[src/rtl/fifo_tx_serializer_if.sv]
// rtl/fifo_tx_serializer_if.sv - FIFO-side and serial-line signals of the tx serializer
interface fifo_tx_serializer_if #(
    parameter int DATA_W = 8
);
    logic              enable;
    logic              fifo_empty;
    logic [DATA_W-1:0] fifo_data;
    logic              fifo_pop;
    logic              tx;
    logic              busy;
    logic              byte_done;

    // Serializer side
    modport master (
        input  enable,
        input  fifo_empty,
        input  fifo_data,
        output fifo_pop,
        output tx,
        output busy,
        output byte_done
    );

    // FIFO / line consumer side
    modport slave (
        output enable,
        output fifo_empty,
        output fifo_data,
        input  fifo_pop,
        input  tx,
        input  busy,
        input  byte_done
    );
endinterface

[src/rtl/fifo_tx_serializer.sv]
// rtl/fifo_tx_serializer.sv - pops FIFO bytes and sends them as LSB-first async frames; optional parity via SER_PARITY_EN
module fifo_tx_serializer #(
    parameter int DATA_W       = 8,
    parameter int CLKS_PER_BIT = 4
) (
    input logic                  clk,
    input logic                  SER_reset,
    fifo_tx_serializer_if.master bus
);
    localparam int BAUD_W = $clog2(CLKS_PER_BIT);
    localparam int BIT_W  = $clog2(DATA_W);

`ifdef SER_PARITY_EN
    typedef enum logic [2:0] {IDLE, POP, LOAD, START, DATA, PARITY, STOP} state_t;
`else
    typedef enum logic [2:0] {IDLE, POP, LOAD, START, DATA, STOP} state_t;
`endif

    state_t            state;
    logic [BAUD_W-1:0] baud_cnt;
    logic [BIT_W-1:0]  bit_cnt;
    logic [DATA_W-1:0] shreg;
`ifdef SER_PARITY_EN
    logic              parity_acc;
`endif

    logic baud_last;
    logic stop_pre_last;
    logic bit_last;
    logic start_ok;

    assign baud_last     = (baud_cnt == BAUD_W'(CLKS_PER_BIT - 1));
    assign stop_pre_last = (baud_cnt == BAUD_W'(CLKS_PER_BIT - 2));
    assign bit_last      = (bit_cnt == BIT_W'(DATA_W - 1));
    assign start_ok      = bus.enable && !bus.fifo_empty;

    // Frame sequencer; every output is registered so tx/pop/busy/byte_done are glitch-free
    always_ff @(posedge clk or posedge SER_reset) begin
        if (SER_reset) begin
            state         <= IDLE;
            bus.tx        <= 1'b1;
            bus.fifo_pop  <= 1'b0;
            bus.busy      <= 1'b0;
            bus.byte_done <= 1'b0;
            baud_cnt      <= '0;
            bit_cnt       <= '0;
            shreg         <= '0;
`ifdef SER_PARITY_EN
            parity_acc    <= 1'b0;
`endif
        end else begin
            bus.fifo_pop  <= 1'b0;
            bus.byte_done <= 1'b0;
            case (state)
                IDLE: begin
                    if (start_ok) begin
                        state        <= POP;
                        bus.fifo_pop <= 1'b1;
                        bus.busy     <= 1'b1;
                    end
                end
                POP: begin
                    // FIFO presents the popped byte during the following cycle
                    state <= LOAD;
                end
                LOAD: begin
                    shreg    <= bus.fifo_data;
                    bit_cnt  <= '0;
                    baud_cnt <= '0;
`ifdef SER_PARITY_EN
                    parity_acc <= 1'b0;
`endif
                    state    <= START;
                    bus.tx   <= 1'b0;
                end
                START: begin
                    if (baud_last) begin
                        baud_cnt <= '0;
                        state    <= DATA;
                        bus.tx   <= shreg[0];
                    end else begin
                        baud_cnt <= baud_cnt + 1'b1;
                    end
                end
                DATA: begin
                    if (baud_last) begin
                        baud_cnt <= '0;
                        shreg    <= shreg >> 1;
`ifdef SER_PARITY_EN
                        parity_acc <= parity_acc ^ shreg[0];
`endif
                        if (bit_last) begin
                            bit_cnt <= '0;
`ifdef SER_PARITY_EN
                            state  <= PARITY;
                            bus.tx <= parity_acc ^ shreg[0];
`else
                            state  <= STOP;
                            bus.tx <= 1'b1;
`endif
                        end else begin
                            bit_cnt <= bit_cnt + 1'b1;
                            // Next bit is the one about to land in bit 0 after the shift
                            bus.tx  <= shreg[1];
                        end
                    end else begin
                        baud_cnt <= baud_cnt + 1'b1;
                    end
                end
`ifdef SER_PARITY_EN
                PARITY: begin
                    if (baud_last) begin
                        baud_cnt <= '0;
                        state    <= STOP;
                        bus.tx   <= 1'b1;
                    end else begin
                        baud_cnt <= baud_cnt + 1'b1;
                    end
                end
`endif
                STOP: begin
                    // Raised one cycle early so the registered pulse lands on the last stop cycle
                    if (stop_pre_last) begin
                        bus.byte_done <= 1'b1;
                    end
                    if (baud_last) begin
                        baud_cnt <= '0;
                        if (start_ok) begin
                            state        <= POP;
                            bus.fifo_pop <= 1'b1;
                        end else begin
                            state    <= IDLE;
                            bus.busy <= 1'b0;
                        end
                    end else begin
                        baud_cnt <= baud_cnt + 1'b1;
                    end
                end
                default: begin
                    state <= IDLE;
                end
            endcase
        end
    end
endmodule

[src/flat_wrapper.sv]
// flat-port wrapper written by rule: the top's interface ports become plain ports
module fifo_tx_serializer_flat 
#(
    parameter int DATA_W       = 8,
    parameter int CLKS_PER_BIT = 4
)
  (clk, SER_reset, bus_enable, bus_fifo_empty, bus_fifo_data, bus_fifo_pop, bus_tx, bus_busy, bus_byte_done);
  fifo_tx_serializer_if #(.DATA_W(DATA_W)) bus_i ();
  input logic clk;
  input logic SER_reset;
  input wire logic [$bits(bus_i.enable)-1:0] bus_enable;
  input wire logic [$bits(bus_i.fifo_empty)-1:0] bus_fifo_empty;
  input wire logic [$bits(bus_i.fifo_data)-1:0] bus_fifo_data;
  output wire logic [$bits(bus_i.fifo_pop)-1:0] bus_fifo_pop;
  output wire logic [$bits(bus_i.tx)-1:0] bus_tx;
  output wire logic [$bits(bus_i.busy)-1:0] bus_busy;
  output wire logic [$bits(bus_i.byte_done)-1:0] bus_byte_done;
  assign bus_i.enable = bus_enable;
  assign bus_i.fifo_empty = bus_fifo_empty;
  assign bus_i.fifo_data = bus_fifo_data;
  assign bus_fifo_pop = bus_i.fifo_pop;
  assign bus_tx = bus_i.tx;
  assign bus_busy = bus_i.busy;
  assign bus_byte_done = bus_i.byte_done;
  fifo_tx_serializer #(.DATA_W(DATA_W), .CLKS_PER_BIT(CLKS_PER_BIT)) u_core (.clk(clk), .SER_reset(SER_reset), .bus(bus_i));
endmodule
[config.mk]
export PLATFORM = sky130hd
export DESIGN_NAME = fifo_tx_serializer_flat
export DESIGN_NICKNAME = d
export VERILOG_FILES = /design/src/rtl/fifo_tx_serializer_if.sv /design/src/rtl/fifo_tx_serializer.sv /design/src/flat_wrapper.sv
export SDC_FILE = /design/constraint.sdc
export NUM_CORES = 1
export LEC_CHECK = 0
export CORE_MARGIN = 2
export CORE_UTILIZATION = 56
export DETAILED_ROUTE_END_ITERATION = 6
export GPL_TIMING_DRIVEN = 0
export HOLD_SLACK_MARGIN = 0.15
export PLACE_DENSITY = 0.91
export SETUP_SLACK_MARGIN = 0.4
export SLEW_MARGIN = 20
export SYNTH_ARGS = -nofsm -noshare
export SYNTH_HDL_FRONTEND = slang
export SYNTH_SLANG_ARGS = --single-unit
[constraint.sdc]
create_clock -name clk -period 3.38 [get_ports clk]
set_clock_uncertainty 0.15 [all_clocks]
set_input_delay 0.676 -clock clk [delete_from_list [all_inputs] [get_ports clk]]
set_output_delay 0.676 -clock clk [all_outputs]
set_load 0.02 [all_outputs]
Word-level counts from Yosys, hierarchy flattened
Index checks and enable logic that the tools add are counted.

Bits in registers: 20. Output and inout port bits: 4. Word-level logic and storage cells: 63.

Add/sub/neg operators: 2. Equality and inequality tests: 14. Mux-type cells: 27. Reductions and logical operators: 12.

Operators by type and width (number): $mux 3 (7); $pmux 3 s6 (1); $pmux 8 s2 (1); $mux 1 (11); $ne 2x1->1 const B (5); $eq 3x3->1 const B (3); $mux 8 (1); $eq 3x2->1 const B (2); $pmux 3 s2 (1); $reduce_bool 2->1 (3); $reduce_and 5->1 (1); $eq 2x2->1 const B (2); $pmux 1 s2 (2); $pmux 2 s2 (1); $reduce_and 4->1 (1); $add 3x1->3 const B (1); $eq 3x1->1 const B (1); $logic_not 3->1 (1); $pmux 1 s3 (1); $reduce_and 3->1 (1); $reduce_bool 3->1 (1); $reduce_or 3->1 (1); $add 2x1->2 const B (1); $mux 2 (1); other kinds (4) (4).

Depth between registers and ports, before layout
Gate-level depths: netlist of the first run.

Depth after elaboration: 5. Depth in mapped cells: 6.

Worst setup path before layout of the first run
OpenSTA, ideal clock, no wires.

Path kind: reg-to-reg. Start: register u_core.baud_cnt[1]. End: register u_core.shreg[6]. Setup time: 119 ps. Arrival: 1233 ps. Path slack: 1878 ps. Cell stages (with the launch flop): 7. Period minus slack after synthesis: 1502 ps. Cell sequence: dfrtp_1 ha_1 nand3b_1 a21o_2 buf_6 nand2_1 o21ai_2.

Longest elaborated chain between the ends: 3.

Ends and longest elaborated chain: start: declaration (RTL line fifo_tx_serializer.sv:20) `logic [BAUD_W-1:0] baud_cnt;`; start signal: assignment (RTL line fifo_tx_serializer.sv:82) `baud_cnt <= baud_cnt + 1'b1;`; start signal: assignment (RTL line fifo_tx_serializer.sv:107) `baud_cnt <= baud_cnt + 1'b1;`; start signal: assignment (RTL line fifo_tx_serializer.sv:136) `baud_cnt <= baud_cnt + 1'b1;`; $eq 2x2->1 (RTL line fifo_tx_serializer.sv:32) `assign baud_last = (baud_cnt == BAUD_W'(CLKS_PER_BIT - 1));`; $ne 2x1->1 (no source line); $reduce_and 2->1 (no source line); end signal: assignment (RTL line fifo_tx_serializer.sv:67) `shreg <= bus.fifo_data;`; end signal: assignment (RTL line fifo_tx_serializer.sv:88) `shreg <= shreg >> 1;`; end: declaration (RTL line fifo_tx_serializer.sv:22) `logic [DATA_W-1:0] shreg;`.

No other way between the ends. A chain may end at the register's enable or synchronous reset.

Worst setup path in the final report of the first run
Start: register u_core.bus.tx. End: output bus_tx.

RTL lines: start: declaration (RTL line fifo_tx_serializer_if.sv:19) `output tx,`; start signal: assignment (RTL line fifo_tx_serializer.sv:80) `bus.tx <= shreg[0];`; start signal: assignment (RTL line fifo_tx_serializer.sv:104) `bus.tx <= shreg[1];`; end: declaration (RTL line flat_wrapper.sv:15) `output wire logic [$bits(bus_i.tx)-1:0] bus_tx;`.

No word-level cell between the ends.

==> results.py, run 1 <==
metrics = {
    "power": {
        "power_density_nw_per_um2": 757.2,
        "vdd_ir_drop_max_mv": 0.5845,
        "total_leakage_power_nw": 0.5748,
        "total_power_uw": 983.4,
    },
    "final_layout": {
        "syn2layout_area_growth_pct": 20.14,
        "drive_gt1_frac": 0.1520,
        "regArea_sq_um": 501.7,
        "diodes": 0,
        "fill_cells": 124,
        "multiInputGateArea_sq_um": 505.5,
        "fin_cells": 150,
        "nets": 142,
    },
    "sta": {
        "fin_crit_sh": 0.6764,
        "finalHoldViolCount": 0,
        "rsz0062_at_grt": "false",
        "tns_ns": 0,
        "slew_violations": 0,
        "fin_crit_ns": 2.286,
        "max_slew_margin": 0.5010,
        "worstMarginPinSlew_ns": 0.7476,
        "max_freq_mhz": 437.4,
        "setup_viol": 0,
    },
    "yosys": {
        "synth_top_cells_by_area": "dfrtp_1 (44%), mux2i_1 (8.3%), nand2_1 (5.2%), ha_1 (4.6%), o21ai_1 (3.2%)",
        "synth_ff_type": "dfrtp_1",
        "synth_fp_nets": 122,
        "async_flop_share": 1.000,
        "syn_area_per_cell_sq_um": 10.20,
        "seq_area_frac_synth": 0.4641,
        "yosys_warnings": 0,
        "synth_largest_area_cell": "dfrtp_1",
        "syn_inst": 106,
        "synth-seq-cells": 20,
        "synth_top_area_frac": 0.4398,
        "synthDistinctLibCells": 32,
        "synth_edf_count": 0,
        "syn-cell-area_sq_um": 1081,
    },
    "clock_network": {
        "clock-sinks": 20,
        "cts.clk_slew.worst_paths_ns": 0.12,
        "cts_hold_buffers": 0,
        "clk_latency_ns": 0.32,
        "ctsResizeCount": 0,
        "cts_made_buffers": 3,
        "cts_setup_buffers": 0,
        "cts_tree": "built",
        "cts_max_path_buffers": 2,
        "cts_root_buf": "clkbuf_4",
        "cts_htree_levels": 1,
    },
    "worst_setup_path": {
        "r2r_start": "u_core.baud_cnt[0]$_DFFE_PP0P_",
        "critPathTopFamily": "buffers and inverters",
        "critPathArrivalTime_ns": 1.46,
        "crit_fanout": 2,
        "path_class": "flop to output port",
        "worstSetupStartpoint": "u_core.bus.tx$_DFFE_PP1P_",
        "cp_slowest_stage_delay_ns": 0.59,
        "critPathBufInv": 1,
        "crit_chain": "clkdlybuf4s50_1",
        "end_kind": "output port",
        "start_kind": "flop",
        "slowest_stage": "clkdlybuf4s50_1",
        "worstPathRequired_ns": 2.55,
    },
    "hold_path": {
        "min_from": "u_core.bit_cnt[2]$_DFFE_PP0P_",
        "worst_hold_path_type": "flop to flop",
    },
    "drt": {
        "drt_wl_total_mm": 2.115,
        "antenna_left": 0,
        "vias": 850,
        "post-route-drc-count": 0,
        "drtIter0Drc": 22,
        "detail_route.first_pass.iterations": 5,
        "viasPerCell": 5.667,
        "wire_per_inst_microns": 14.10,
    },
    "grt": {
        "antenna_found_initial": 0,
        "grt_pass1_vias": 790,
        "grtUsageTotal": 0.2268,
        "grt_max_degree": 21,
        "globalRouteOverflowTotal": 0,
        "grt_pass1_wl_mm": 3.429,
    },
    "floorplan": {
        "die_h_microns": 47.94,
        "rows": 15,
        "die_w_microns": 47.94,
        "core_area_sq_um": 1764,
        "ios": 16,
        "die-area_sq_um": 2298,
        "start_util": 0.6128,
    },
    "placed_design": {
        "hpwlAfterDp_mm": 1.514,
        "portBuffers": 15,
        "dp.cells": 146,
        "place_congestion": 0.7955,
    },
    "status": {
        "status": "complete, no violations",
    },
    "job": {
        "cap_violations": 0,
    },
}
==> Yosys cell counts (2+ instances only) <==
cell type	instances
o31ai_1	2
inv_1	4
nand3_1	2
ha_1	4
buf_6	3
o21ai_2	4
nand2_1	15
o21ai_1	7
mux2i_1	9
dfrtp_1	19
nor2_1	8
o21ai_0	3
nor2b_1	2
a21oi_1	5
buf_2	2
==> kinds of logic after synthesis <==
group	Yosys count	share of synthesized area
compound gates	28	0.1736
fa+ha+maj	4	0.04630
buf+inv	10	0.06828
flops	20	0.4641
mux	9	0.08334
simple gates	35	0.1644
==> flip-flops by register name, summed over array words and instances, names as in the netlist <==
signal	cells
u_core.bus.tx	1
u_core.shreg	8
u_core.bus.byte_done	1
u_core.bit_cnt	3
u_core.bus.busy	1
u_core.baud_cnt	2
u_core.bus.fifo_pop	1
u_core.state	3
==> per-layer routing <==
layer / wire, microns / GRT usage / vias up
met3: 138 / 0.05283 / 7
met2: 1093 / 0.3600 / 31
met1: 811 / 0.2751 / 405
met5: 0 / 0 / -
li1: - / - / 407
met4: 72 / 0.1459 / 0
==> report_power, final <==
part	total, mW	internal, mW	switching, mW
combinational	0.444	0.202	0.242
clock	0.146	0.0660	0.0798
sequential	0.393	0.330	0.0637
total	0.983	0.598	0.385
==> layout by cell type (no fill, tap or decap), types with 3 or more instances in the layout <==
cell              n
mux2i_1           9
a21oi_1           5
clkbuf_4          3
clkdlybuf4s50_1  15
o21ai_2           4
inv_1             4
buf_6             3
nand2_1          15
o21ai_1           7
o21ai_0           3
dfrtp_1          19
ha_1              4
nor2_1            8
==> metrics by stage <==
stage | worst slack (ns) | area, sq um | util | hold slack [ns]
global route | 1.053 | 1299 | 0.7362 | 0.3827
global placement | 1.392 | 1262 | 0.7156 | 0.3124
detailed placement | 1.351 | 1262 | 0.7156 | 0.3283
finish | 1.094 | 1299 | 0.7362 | 0.3476
floorplan | 1.878 | 1081 | - | 0.3011
CTS | 1.079 | 1299 | 0.7362 | 0.3554
==> worst min-delay path: cells and delay by family (launching register included) <==
family | cells | cell delay, ns
flip-flops | 1 | 0.37
AND/OR/NAND/NOR | 1 | 0.06
AO/OA/AOI/OAI | 1 | 0.05
==> path summary, 6_finish.rpt <==
check | endpoint | slack, ns | cells past startpoint
setup / recovery | bus_tx | 1.09 | 1
hold / removal | u_core.bit_cnt[2]$_DFFE_PP0P_ | 0.35 | 2
setup reg to reg | u_core.shreg[4]$_DFFE_PP0P_ | 1.59 | 6
hold reg to reg | u_core.bit_cnt[2]$_DFFE_PP0P_ | 0.35 | 2
max in group asynchronous | u_core.baud_cnt[1]$_DFFE_PP0P_ | 1.99 | 2
min in group asynchronous | u_core.bit_cnt[0]$_DFFE_PP0P_ | 0.62 | 2
==> cell type report <==
cell class / count / area share
Multi-Input combinational cell: 76 / 0.3892
Sequential cell: 20 / 0.3863
Timing Repair Buffer: 15 / 0.1156
Buffer: 6 / 0.04528
Clock buffer: 4 / 0.02794
Tap cell: 25 / 0.02408
Inverter: 4 / 0.01156
Power figures use the tool's default switching activity.
==> inputs of run 2 (changes only) <==
--- a/config.mk
+++ b/config.mk
@@ -6,11 +6,11 @@
 export NUM_CORES = 1
 export LEC_CHECK = 0
 export CORE_MARGIN = 2
-export CORE_UTILIZATION = 56
+export CORE_UTILIZATION = 52
 export DETAILED_ROUTE_END_ITERATION = 6
 export GPL_TIMING_DRIVEN = 0
 export HOLD_SLACK_MARGIN = 0.15
-export PLACE_DENSITY = 0.91
+export PLACE_DENSITY = 0.86
 export SETUP_SLACK_MARGIN = 0.4
 export SLEW_MARGIN = 20
 export SYNTH_ARGS = -nofsm -noshare
==> constraint.sdc (replaced) <==
create_clock -name clk -period 2.2 [get_ports clk]
set_clock_uncertainty 0.15 [all_clocks]
set_input_delay 0.44 -clock clk [delete_from_list [all_inputs] [get_ports clk]]
set_output_delay 0.44 -clock clk [all_outputs]
set_load 0.02 [all_outputs]
==> run 2 against run 1 <==
Register-to-register slack got worse by 1.1 ns. Final area rose by 1.3%. Utilization fell by 6.6 points. Count of clock-buffer cells in the layout decreased by 1. Total power increased by 60%. Wire length decreased by 7.1%. Hold slack better by 0.0050 ns. Clock power grew 110%. Final cell count rose by 1.3%. Sequential cell count unchanged. Global-route usage is 4.1 points lower. Sequential power up 54%.
==> results.py, run 2 (synthesis gave the netlist of run 1 again) <==
metrics = {
    "final_layout": {
        "final_area_sq_um": 1315,
        "final_cell_mix": "dfrtp_1 (19), nand2_1 (15), clkdlybuf4s50_1 (11)",
        "final_common_cell": "dfrtp_1",
        "fin_cells": 152,
        "nets": 142,
        "fill_cells": 169,
        "top_regs": "u_core.shreg x8, u_core.bit_cnt x3, u_core.state x3",
        "diodes": 0,
        "drive_gt1_frac": 0.1600,
        "utilization": 0.6703,
        "regMostFlops": "u_core.shreg",
        "largest_reg_flops": 8,
        "syn2layout_area_growth_pct": 21.64,
    },
    "clock_network": {
        "cts_tree": "built",
        "cts_made_buffers": 3,
        "clock-sinks": 20,
        "cts_max_path_buffers": 2,
        "cts_setup_buffers": 0,
        "cts_hold_buffers": 0,
        "cts_root_buf": "clkbuf_4",
        "cts.clk_slew.worst_paths_ns": 0.12,
        "cts_htree_levels": 1,
        "clk_latency_ns": 0.31,
    },
    "drt": {
        "detail_route.first_pass.iterations": 4,
        "wire_per_inst_microns": 12.92,
        "viasPerCell": 5.553,
        "antenna_left": 0,
        "post-route-drc-count": 0,
        "drt_wl_total_mm": 1.964,
        "drtIter0Drc": 4,
        "vias": 844,
    },
    "floorplan": {
        "rows": 16,
        "die-area_sq_um": 2460,
        "core_area_sq_um": 1962,
        "die_h_microns": 49.60,
        "start_util": 0.5510,
        "die_w_microns": 49.60,
        "ios": 16,
    },
    "placed_design": {
        "place_congestion": 0.8249,
        "portBuffers": 15,
        "hpwlAfterDp_mm": 1.435,
        "place_ws_ns": 0.4556,
        "placed_area_sq_um": 1265,
        "dp.cells": 148,
    },
    "grt": {
        "grtUsageTotal": 0.1858,
        "grt_util_met1": 0.2355,
        "globalRouteOverflowTotal": 0,
        "antenna_found_initial": 0,
        "grt_pass1_vias": 814,
        "grt-busiest-layer": "met2",
        "globalRouteMet3Util": 0.02121,
        "grt.met2_usage": 0.3044,
        "grt_max_degree": 21,
        "grt_pass1_wl_mm": 3.443,
    },
    "hold_path": {
        "min_from": "u_core.bit_cnt[1]$_DFFE_PP0P_",
        "worst_hold_path_type": "flop to flop",
        "whs_path_depth": 2,
        "holdPathEnd": "u_core.bit_cnt[1]$_DFFE_PP0P_",
    },
    "job": {
        "cap_violations": 0,
    },
    "worst_setup_path": {
        "timing.rr.end": "u_core.shreg[6]$_DFFE_PP0P_",
        "crit_fanout": 2,
        "path_class": "flop to output port",
        "end_kind": "output port",
        "slowest_stage": "dfstp_2",
        "r2r_setup_slack_ns": 0.52,
        "cp_slowest_stage_delay_ns": 0.54,
        "r2r_start": "u_core.baud_cnt[0]$_DFFE_PP0P_",
        "crit_cells": 1,
        "crit_chain": "dlygate4sd2_1",
        "critPathArrivalTime_ns": 1.17,
        "critPathBufInv": 1,
        "critPathTopFamily": "flip-flops",
        "worstPathRequired_ns": 1.61,
        "start_kind": "flop",
        "rr_worst_depth": 6,
    },
    "power": {
        "power_density_nw_per_um2": 1200,
        "total_leakage_power_nw": 0.5958,
        "vdd_ir_drop_max_mv": 0.6760,
    },
    "sta": {
        "rsz0062_at_grt": "false",
        "setup_viol": 0,
        "fin_crit_sh": 0.7992,
        "tns_ns": 0,
        "max_freq_mhz": 568.8,
        "fin_crit_ns": 1.758,
        "max_slew_margin": 0.5026,
        "worstMarginPinSlew_ns": 0.7453,
        "fin_ws_ns": 0.4419,
        "finalHoldViolCount": 0,
        "slew_violations": 0,
    },
    "status": {
        "status": "complete, no violations",
    },
}
[run 2: cell types whose count changed in the layout (fill, tap and decap cells not counted)]
cell             before  now
ha_1                  4    3
bufinv_16             0    1
ha_2                  0    1
clkdlybuf4s50_1      15   11
clkbuf_8              1    0
dlygate4sd2_1         0    4
[run 2: area by class of cell]
cell class,instances,area (sq um),area share
buffer,6,58.81,0.04472
multi-input combinational,76,508.0,0.3863
clock inverter,1,30.03,0.02284
clock buffer,3,22.52,0.01713
inverter,4,15.01,0.01142
tap,27,33.78,0.02569
timing repair buffer,15,145.1,0.1104
sequential,20,501.7,0.3815
[run 2: layer usage]
metal  share of wire  up-vias
met5               0        -
met4           0.023        0
met2            0.50       22
met3           0.045        5
met1            0.43      409
li1                -      408
[run 2: worst max path at each step]
stage / startpoint / end / slack (ns)
global route: u_core.bus.tx$_DFFE_PP1P_ / bus_tx / 0.41
floorplan: u_core.baud_cnt[1]$_DFFE_PP0P_ / u_core.shreg[6]$_DFFE_PP0P_ / 0.70
CTS: u_core.bus.tx$_DFFE_PP1P_ / bus_tx / 0.43
detailed placement: bus_enable / u_core.bus.busy$_DFFE_PP0P_ / 0.46
finish: u_core.bus.tx$_DFFE_PP1P_ / bus_tx / 0.44
global placement: bus_enable / u_core.bus.busy$_DFFE_PP0P_ / 0.46
[run 2: power breakdown]
group | internal, mW | total [mW] | switching (mW)
registers | 0.506 | 0.605 | 0.0991
clock network | 0.184 | 0.301 | 0.117
logic | 0.304 | 0.672 | 0.368
total | 0.995 | 1.58 | 0.583
[run 2: metrics by stage]
stage	hold WS (ns)	power, mW
after CTS	0.3611	1.580
after global routing	0.3788	1.678
after floorplan	0.2531	1.117
final	0.3527	1.578
after global placement	0.3142	1.245
after detailed placement	0.3336	1.285
[run 2: timing repair]
action | 4_1_cts | 5_1_grt
gates cloned | 0 | 0
endpoints found under the setup margin | 4 | 11
gates resized for setup | 4 | 1
==> inputs of run 3 (changes only) <==
==> constraint.sdc (replaced) <==
create_clock -name clk -period 1.7 [get_ports clk]
set_clock_uncertainty 0.15 [all_clocks]
set_input_delay 0.34 -clock clk [delete_from_list [all_inputs] [get_ports clk]]
set_output_delay 0.34 -clock clk [all_outputs]
set_load 0.02 [all_outputs]
==> run 3 against run 2 <==
Sequential cell count did not move. Register-to-register slack got worse by 0.44 ns. Via count rose by 16%. Critical path type is now flop to flop.
==> results.py, run 3 (synthesis gave the netlist of run 1 again) <==
metrics = {
    "floorplan": {
        "core_area_sq_um": 1962,
        "rows": 16,
        "ios": 16,
        "die_h_microns": 49.60,
        "start_util": 0.5510,
        "die_w_microns": 49.60,
        "die-area_sq_um": 2460,
    },
    "grt": {
        "globalRouteOverflowTotal": 0,
        "grt_pass1_wl_mm": 3.801,
        "antenna_found_initial": 0,
        "grtUsageTotal": 0.2016,
        "grt_max_degree": 21,
        "grt_pass1_vias": 903,
    },
    "final_layout": {
        "top_regs": "u_core.shreg x8, u_core.bit_cnt x3, u_core.state x3",
        "final_cell_mix": "dfrtp_1 (17), buf_4 (15), buf_6 (12)",
        "fill_cells": 110,
        "regMostFlops": "u_core.shreg",
        "diodes": 0,
        "syn2layout_area_growth_pct": 50.00,
        "drive_gt1_frac": 0.4795,
        "final_common_cell": "dfrtp_1",
        "nets": 163,
        "largest_reg_flops": 8,
    },
    "clock_network": {
        "cts.clk_slew.worst_paths_ns": 0.12,
        "cts_max_path_buffers": 2,
        "cts_root_buf": "clkbuf_4",
        "cts_made_buffers": 3,
        "cts_htree_levels": 1,
        "clock-sinks": 20,
        "cts_hold_buffers": 0,
        "cts_tree": "built",
        "clk_latency_ns": 0.32,
    },
    "sta": {
        "setup_viol": 0,
        "tns_ns": 0,
        "finalHoldViolCount": 0,
        "fin_crit_ns": 1.616,
        "rsz0062_at_grt": "true",
        "fin_crit_sh": 0.9508,
        "worstMarginPinSlew_ns": 0.4336,
        "slew_violations": 0,
        "fin_ws_ns": 0.08365,
        "max_freq_mhz": 618.7,
        "max_slew_margin": 0.7103,
    },
    "placed_design": {
        "place_congestion": 0.8047,
        "portBuffers": 15,
        "hpwlAfterDp_mm": 1.369,
        "place_ws_ns": -0.01280,
    },
    "status": {
        "status": "complete, no violations",
    },
    "worst_setup_path": {
        "worstPathRequired_ns": 1.76,
        "r2r_start": "u_core.state[1]$_DFFE_PP0P_",
        "r2r_setup_slack_ns": 0.08,
        "timing.rr.end": "u_core.shreg[3]$_DFFE_PP0P_",
        "rr_worst_depth": 6,
        "crit_fanout": 5,
        "end_kind": "flop",
        "critPathArrivalTime_ns": 1.67,
        "path_class": "flop to flop",
        "worstSetupStartpoint": "u_core.state[1]$_DFFE_PP0P_",
        "start_kind": "flop",
    },
    "power": {
        "power_density_nw_per_um2": 1559,
        "vdd_ir_drop_max_mv": 1.140,
        "p_comb_frac": 0.579,
        "total_power_mw": 2.528,
        "total_leakage_power_nw": 0.7074,
        "p_sw_frac": 0.4116,
        "p_switching_mw": 1.041,
        "sequentialPowerShare": 0.320,
        "pwr-share-clk": 0.100,
        "p_int_mw": 1.488,
    },
    "drt": {
        "detail_route.first_pass.iterations": 4,
        "wire_per_inst_microns": 17.62,
        "drt_wl_total_mm": 3.048,
        "viasPerCell": 5.647,
        "vias": 977,
        "drtIter0Drc": 41,
        "antenna_left": 0,
        "post-route-drc-count": 0,
    },
    "hold_path": {
        "worst_hold_path_type": "primary input to asynchronous set/reset pin",
    },
    "job": {
        "cap_violations": 0,
    },
}
[run 3: worst max path at each step]
stage	endpoint	slack, ns	cells after the start
after floorplan	u_core.shreg[6]$_DFFE_PP0P_	0.27	6
after global placement	u_core.bus.busy$_DFFE_PP0P_	0.04	5
after detailed placement	u_core.bus.busy$_DFFE_PP0P_	-0.01	5
after CTS	u_core.shreg[6]$_DFFE_PP0P_	0.18	6
after global routing	u_core.shreg[3]$_DFFE_PP0P_	0.02	6
final	u_core.shreg[3]$_DFFE_PP0P_	0.08	6
[run 3: power groups by stage]
stage | combinational [mW] | sequential (mW) | clock (mW)
5_1_grt | 1.55 | 0.828 | 0.257
3_5_place_dp | 0.889 | 0.804 | 0
2_1_floorplan | 0.681 | 0.798 | 0
3_3_place_gp | 0.856 | 0.795 | 0
6_report | 1.47 | 0.810 | 0.253
4_1_cts | 1.09 | 0.779 | 0.238
[run 3: repair_timing]
item | 4_1_cts | 5_1_grt
setup buffers | 9 | 10
pin swaps | 7 | 10
resized for setup | 32 | 31
cloned | 1 | 1
endpoints found under the setup margin | 20 | 24
[run 3: worst max-delay path, stage by stage, from the launching register on]
cell and delay (ns):
dfrtp_1 0.42, buf_6 0.13, nand2b_4 0.15, nor2_4 0.16
buf_8 0.15, mux2i_1 0.24, o21ai_1 0.09
[run 3: layer usage]
| layer | wire length, microns | track usage | vias up |
|---|---|---|---|
| li1 | - | - | 450 |
| met1 | 1278 | 0.2340 | 483 |
| met2 | 1551 | 0.3644 | 33 |
| met3 | 113 | 0.02121 | 11 |
| met4 | 105 | 0.1019 | 0 |
| met5 | 0 | 0 | - |
[run 3: layout make-up]
| type | instances | area (sq um) | area share |
|---|---|---|---|
| Tap cell | 27 | 33.78 | 0.02083 |
| Timing Repair Buffer | 36 | 352.8 | 0.2176 |
| Multi-Input combinational cell | 76 | 620.6 | 0.3827 |
| Inverter | 4 | 18.77 | 0.01157 |
| Clock buffer | 4 | 26.28 | 0.01620 |
| Buffer | 6 | 65.06 | 0.04012 |
| Sequential cell | 20 | 504.2 | 0.3110 |
[run 3: through the flow]
stage / utilization / hold slack [ns] / cells / cell area, sq um
2_1_floorplan: - / 0.1531 / 106 / 1104
3_3_place_gp: 0.6563 / 0.3177 / 148 / 1287
3_5_place_dp: 0.6563 / 0.3283 / 148 / 1287
4_1_cts: 0.7239 / 0.3433 / 162 / 1420
5_1_grt: 0.8265 / 0.2575 / 173 / 1622
6_report: 0.8265 / 0.2196 / 173 / 1622
